$ cat src/rtl/dec_sop_sweep.sv
// dec_sop_sweep: registered N-to-2^N decoder evaluating a SOP function, with a hardware truth-table sweep
module dec_sop_sweep #(
  parameter int N = 4,
  parameter bit OUT_ACTIVE_LOW = 1'b0,
  parameter bit EN_ACTIVE_LOW = 1'b0
) (
  input  logic                clk,
  input  logic                rst,
  input  logic                en,
  input  logic [N-1:0]        sel,
  input  logic [(1<<N)-1:0]   minterm_mask,
  input  logic                sweep_start,
  output logic [(1<<N)-1:0]   dec_out,
  output logic                f_out,
  output logic                f_valid,
  output logic                sweep_busy,
  output logic                sweep_done,
  output logic [(1<<N)-1:0]   sweep_result
);
  localparam int M = 1 << N;
  localparam logic [N:0] LAST = (N+1)'(M - 1);
  typedef enum logic [1:0] {IDLE, SWEEP, DONE} state_t;
  state_t state, state_nx;
  logic [N:0] cnt;
  logic [M-1:0] shadow, onehot, lines;
  logic [N-1:0] code;
  logic act, f;
  always_comb begin
    act = en ^ EN_ACTIVE_LOW;
    code = (state == SWEEP) ? cnt[N-1:0] : sel;
    onehot = {{(M-1){1'b0}}, 1'b1} << code;
    lines = OUT_ACTIVE_LOW ? ~onehot : onehot;
    f = |(onehot & ((state == SWEEP) ? shadow : minterm_mask));
    state_nx = (state == IDLE) ? (sweep_start ? SWEEP : IDLE) :
               (state == SWEEP) ? ((act && cnt == LAST) ? DONE : SWEEP) : IDLE;
  end
  assign sweep_busy = (state == SWEEP);
  assign sweep_done = (state == DONE);
  always_ff @(posedge clk) begin
    if (rst) state <= IDLE;
    else state <= state_nx;
  end
  always_ff @(posedge clk) begin
    if (rst) begin
      cnt <= '0;
      shadow <= '0;
      sweep_result <= '0;
      dec_out <= {M{OUT_ACTIVE_LOW}};
      f_out <= 1'b0;
      f_valid <= 1'b0;
    end else begin
      dec_out <= act ? lines : {M{OUT_ACTIVE_LOW}};
      f_out <= act & f;
      f_valid <= act;
      if (state == IDLE && sweep_start) begin
        cnt <= '0;
        shadow <= minterm_mask;
        sweep_result <= '0;
      end else if (state == SWEEP && act) begin
        cnt <= cnt + 1'b1;
        sweep_result[code] <= f;
      end
    end
  end
endmodule
$ cat config.mk
export PLATFORM = sky130hd
export DESIGN_NAME = dec_sop_sweep
export DESIGN_NICKNAME = d
export VERILOG_FILES = /design/src/rtl/dec_sop_sweep.sv
export SDC_FILE = /design/constraint.sdc
export NUM_CORES = 1
export LEC_CHECK = 0
export ABC_AREA = 1
export ABC_CLOCK_PERIOD_IN_PS = 2000
export CAP_MARGIN = 20
export CORE_ASPECT_RATIO = 1.25
export CORE_MARGIN = 3
export CORE_UTILIZATION = 38
export CTS_CLUSTER_SIZE = 30
export DETAILED_ROUTE_END_ITERATION = 6
export GPL_TIMING_DRIVEN = 0
export PLACE_DENSITY = 0.67
export SYNTH_ARGS = -nofsm -noshare
export SYNTH_HDL_FRONTEND = slang
export SYNTH_SLANG_ARGS = --single-unit
$ cat constraint.sdc
create_clock -name clk -period 2 [get_ports clk]
set_clock_uncertainty 0.1 [all_clocks]
set_input_delay 0.4 -clock clk [delete_from_list [all_inputs] [get_ports clk]]
set_output_delay 0.4 -clock clk [all_outputs]
set_load 0.05 [all_outputs]
**Yosys cells after proc, flatten, opt, wreduce, memory -nomap -nowiden**

Cells that the tools add are included.

- Input bits: 24
- Bits in registers: 57
- Output and inout port bits: 36
- Word-level logic and storage cells: 34

- Eq/ne operators: 3
- Muxes and demuxes: 9
- Shift-type cells: 1
- Add/sub/neg operators: 1
- Bitwise operators: 3
- Reductions and logical operators: 8
- Order comparisons: 2

Operators by type and width:

| operator | number |
|---|---|
| $and 16x16->16 | 1 |
| $bwmux 16 | 1 |
| $mux 16 | 1 |
| $reduce_or 16->1 | 1 |
| $shl 1x4->16 const A | 1 |
| $mux 2 | 3 |
| $add 5x1->5 const B | 1 |
| $eq 5x4->1 const B | 1 |
| $lt 4x5->1 const B | 1 |
| $demux 1 s4 | 1 |
| $ge 4x1->1 const B | 1 |
| $logic_and 1x1->1 | 4 |
| $mux 4 | 1 |
| $reduce_or 2->1 | 2 |
| $eq 2x1->1 const B | 1 |
| $eq 2x2->1 const B | 1 |
| $logic_not 2->1 | 1 |
| $mux 1 | 2 |
| $and 1x1->1 | 1 |
| $not 1->1 | 1 |

**Longest topological paths before layout**

- Depth after elaboration: 7
- Depth in mapped cells: 15
- Mapped depth without buffers: 12

**Worst setup path before layout**

OpenSTA, ideal clock, no wires.

- Kind: reg-to-reg
- From: reg state[0]
- To: reg sweep_result[10]
- Cell stages (with the launch flop): 15
- Setup slack: 144 ps
- Arrival: 1634 ps
- Data required time: 1778 ps
- Buffers on the path: 3
- Clock period less this slack: 1856 ps
- Library setup time: 122 ps
- Cell sequence: dfxtp_1 -> buf_6 -> inv_2 -> nor2_2 -> buf_6 -> nand2_2 -> nand2_2 -> nor2_4 -> nand3_1 -> nand2_1 -> nor2_1 -> nand2_2 -> nor2_8 -> buf_8 -> a21oi_2

- Cells in the longest elaborated chain, start to end: 7
- Elaborated cells between the ends (all ways): 16
- Those cells by class: order compare (2); eq/ne (1); shift (1); mux (5); bitwise (1); reduce/logical (6)

Ends and longest elaborated chain:

| element | line | text |
|---|---|---|
| from (decl) | 23 | `state_t state, state_nx;` |
| from (signal assigned) | 41 | `else state <= state_nx;` |
| $eq 2x1->1 * | -- |  |
| net sweep_busy | 16 | `output logic sweep_busy,` |
| $mux 4 | 30 | `code = (state == SWEEP) ? cnt[N-1:0] : sel;` |
| $lt 4x5->1 (implied by the code) or $ge 4x1->1 (tied branches) | 61 | `sweep_result[code] <= f;` |
| $logic_and 1x1->1 (implied by the code) | 61 |  |
| $mux 1 (implied by the code) | 61 |  |
| $demux 1 s4 | 61 |  |
| $bwmux 16 | 61 |  |
| to (signal assigned) | 47 | `sweep_result <= '0;` |
| to (signal assigned) | 58 | `sweep_result <= '0;` |
| to (signal, indexed assignment) | 61 |  |
| to (decl) | 18 | `output logic [(1<<N)-1:0] sweep_result` |

Mark *: on every way through the listed nets, which the timed path passes. The rest lies on a longest branch.
A chain may end at the register's enable or synchronous reset.

**Worst setup path in the final report**

- From: reg state[0]
- To: reg sweep_result[6]

- Cells in the longest elaborated chain, start to end: 7
- Elaborated cells between the ends (all ways): 16
- Those cells by class: order compare (2); eq/ne (1); shift (1); mux (5); bitwise (1); reduce/logical (6)

Ends and longest elaborated chain:

| element | line |
|---|---|
| $eq 2x1->1 | 30, 33, 59 |
| $mux 4 | 30 |
| $lt 4x5->1 (implied by the code) or $ge 4x1->1 (tied branches) | 61 |
| $logic_and 1x1->1 (implied by the code) | 61 |
| $mux 1 (implied by the code) | 61 |
| $demux 1 s4 | 61 |
| $bwmux 16 | 61 |

Parallel ways exist; a longest one is shown, timed or not.

==> metrics <==
number of routed nets with antenna violations 0; Tightest Hold Check Type register to register; Slowest-stage cell, CP dfxtp_2; Crit. End Element register; Die W 79.79 um; Top delay family on crit path simple AND/OR/NAND/NOR gates; Yosys warning count 0; Static Leakage 1.751 nW; Sw Ratio 0.2900; initial antenna violation count 0; Num CTS Buffers 9; share of cells above drive strength 1 0.2154; slew of the pin with the lowest slew margin 0.5315 ns; CP required 2.12 ns; stages on the worst setup path 14; Pwr Density 756.5 nW/um^2; Starting Density 0.3939; diodes inserted 0; I/O pin cnt 60; outcome finished, final reports clean; # hold bufs at CTS 0; HPWL Detailed 4941 um; CTS tree done; Flop pwr share 0.414; Worst Path Buf+Inv 4; Syn Area/Cell 7.285 sq um; Slew Viols, Final 0; pre-CTS worst setup slack -0.4152 ns; CP arrival 2.08 ns; minimum clock period 1.956 ns; cells along the critical path buf_12 -> inv_8 -> nor2_4 -> buf_6 -> nand2_4 -> nand2_4 -> nor2_4 -> nand3_2 -> nand2_2 -> nor2_2 -> nand2_2 -> nor2_8 -> clkbuf_16 -> a21oi_2; Syn Std Cell Area 2586 sq um; total number of vias 2524; Fillers 571; Final Cycle Share 0.9782; Internal 2.044 mW; clock sink count 57; crit-path max cell delay 0.34 ns; Root Driver clkbuf_8; total grt overflow 0; Via-to-Cell Ratio 4.780; crit start category register; final net count 462; die span in y 98.24 um; Worst Setup Slack, final 0.04366 ns; # port buffers 59; routability cong. 0.8530; flops & latches, synth 57; die area 7838 sq um; Clock transition at path regs 0.06 ns; drt drc 0; Mapped Cells 355; worst vdd rail ir drop 0.4203 mV; Core Util, Final 0.5796; area delta synth->final 47.12%; switching pwr 0.8349 mW; Post-Route WL 7031 um; WL/cell 13.32 um; Post-Route Setup TNS 0 ns; Rows 33; Max H-tree Level 3; Clk pwr share 0.366; unrepaired setup endpoints after global routing true; worst skew pair latency 0.33 ns; first-pass GRT wire length 11140 um; Max Buffers Root-to-Sink 2; Reg2Reg Depth 14; register area share after synthesis 0.4412; core area 6565 sq um; CP Max Fanout 9; R2R setup slack 0.04 ns; hold depth 2; Achievable Freq 0.5112 GHz; Synthesized Nets 381; Max-Cap Viols 0; Worst Setup Path Type register to register; max_slew headroom 0.6451; Final Hold Viols 0; vias in the first global route 2402; drt pass-1 iters 4; initial DRC count 171; largest net degree at the start of global routing 11; Final Setup Violations 0; combinational fraction of design power 0.221; GRT Overall Usage 0.1801; most frequent cells in the layout nand2_1 (61), dfxtp_1 (55), nor2_1 (46); Distinct cells, synth 26; most common cell after layout, fill and taps aside nand2_1
==> synth_stat cells, drive strengths merged <==
cell type | number | area, sq um
clkinv | 1 | 3.750
clkbuf | 5 | 18.77
nor3 | 5 | 25.02
nand3b | 1 | 7.510
inv | 35 | 131.4
ha | 2 | 25.02
dfxtp | 57 | 1141
o21ai | 47 | 235.2
a21oi | 32 | 193.9
nor4 | 1 | 6.260
nand3 | 15 | 85.08
nand2 | 81 | 344.1
nor2 | 65 | 295.3
buf | 8 | 73.81
==> final cells by class <==
| type | count | area, sq um | area share |
|---|---|---|---|
| plain buffers | 13 | 117.6 | 0.03091 |
| clock buffers | 11 | 141.4 | 0.03716 |
| clock inverters | 5 | 55.05 | 0.01447 |
| inverters | 36 | 147.6 | 0.03880 |
| multi-input cells | 250 | 1363 | 0.3581 |
| flip-flops and latches | 57 | 1144 | 0.3006 |
| well taps | 87 | 108.9 | 0.02861 |
| repair buffers | 69 | 728.2 | 0.1914 |
==> power groups by stage <==
stage	sequential (mW)	combinational, mW	clock [mW]
floorplan	1.25	0.307	0
global placement	1.21	0.489	0
detailed placement	1.22	0.496	0
CTS	1.19	0.512	1.08
global route	1.19	0.688	1.13
finish	1.19	0.635	1.05
==> per-stage QoR <==
step | power [mW] | instance area, sq um | std cells | hold slack [ns]
after floorplan | 1.554 | 2586 | 355 | 0.3240
after global placement | 1.703 | 3286 | 501 | 0.3333
after detailed placement | 1.711 | 3286 | 501 | 0.3418
after CTS | 2.778 | 3492 | 519 | 0.3512
after global routing | 3.016 | 3805 | 528 | 0.3688
final | 2.879 | 3805 | 528 | 0.3464
==> layer usage <==
layer | share of wire | up-vias | GRT usage
met5 | 0 | - | 0
met4 | 0.012 | 0 | 0.07412
met3 | 0.045 | 8 | 0.04520
met2 | 0.53 | 68 | 0.3113
met1 | 0.41 | 1151 | 0.2093
li1 | - | 1297 | -
==> registers in the layout, summed over array words and instances, names as in the netlist <==
name / count
cnt: 5
sweep_result: 16
state: 2
f_out: 1
f_valid: 1
dec_out: 16
shadow: 16
==> tightest hold or removal path, delay by kind of cell (launching register included) <==
| family | cells | cell delay, ns |
|---|---|---|
| AOI/OAI and AO/OA | 1 | 0.05 |
| buffers and inverters | 1 | 0.05 |
| DFF | 1 | 0.30 |
==> worst paths after layout <==
| check | endpoint | startpoint |
|---|---|---|
| worst max register to register | sweep_result[6] | state[0] |
| worst min-delay path | shadow[7] | shadow[7] |
| worst max-delay path | sweep_result[6] | state[0] |
| worst min register to register | shadow[7] | shadow[7] |
==> repair_timing <==
item	CTS	global route
cloned	0	3
setup endpoints to repair	25	35
pin swaps	2	15
gates resized for setup	12	63
endpoints found under the hold margin	0	0
buffers inserted	2	6
==> cells by family after synthesis <==
logic type,count (synthesis),synth area share
compound gates,79,0.1659
buf+inv,49,0.08805
simple gates,168,0.2951
fa+ha+maj,2,0.009674
flops,57,0.4412
Note: power is estimated with default switching activity, not from simulation.
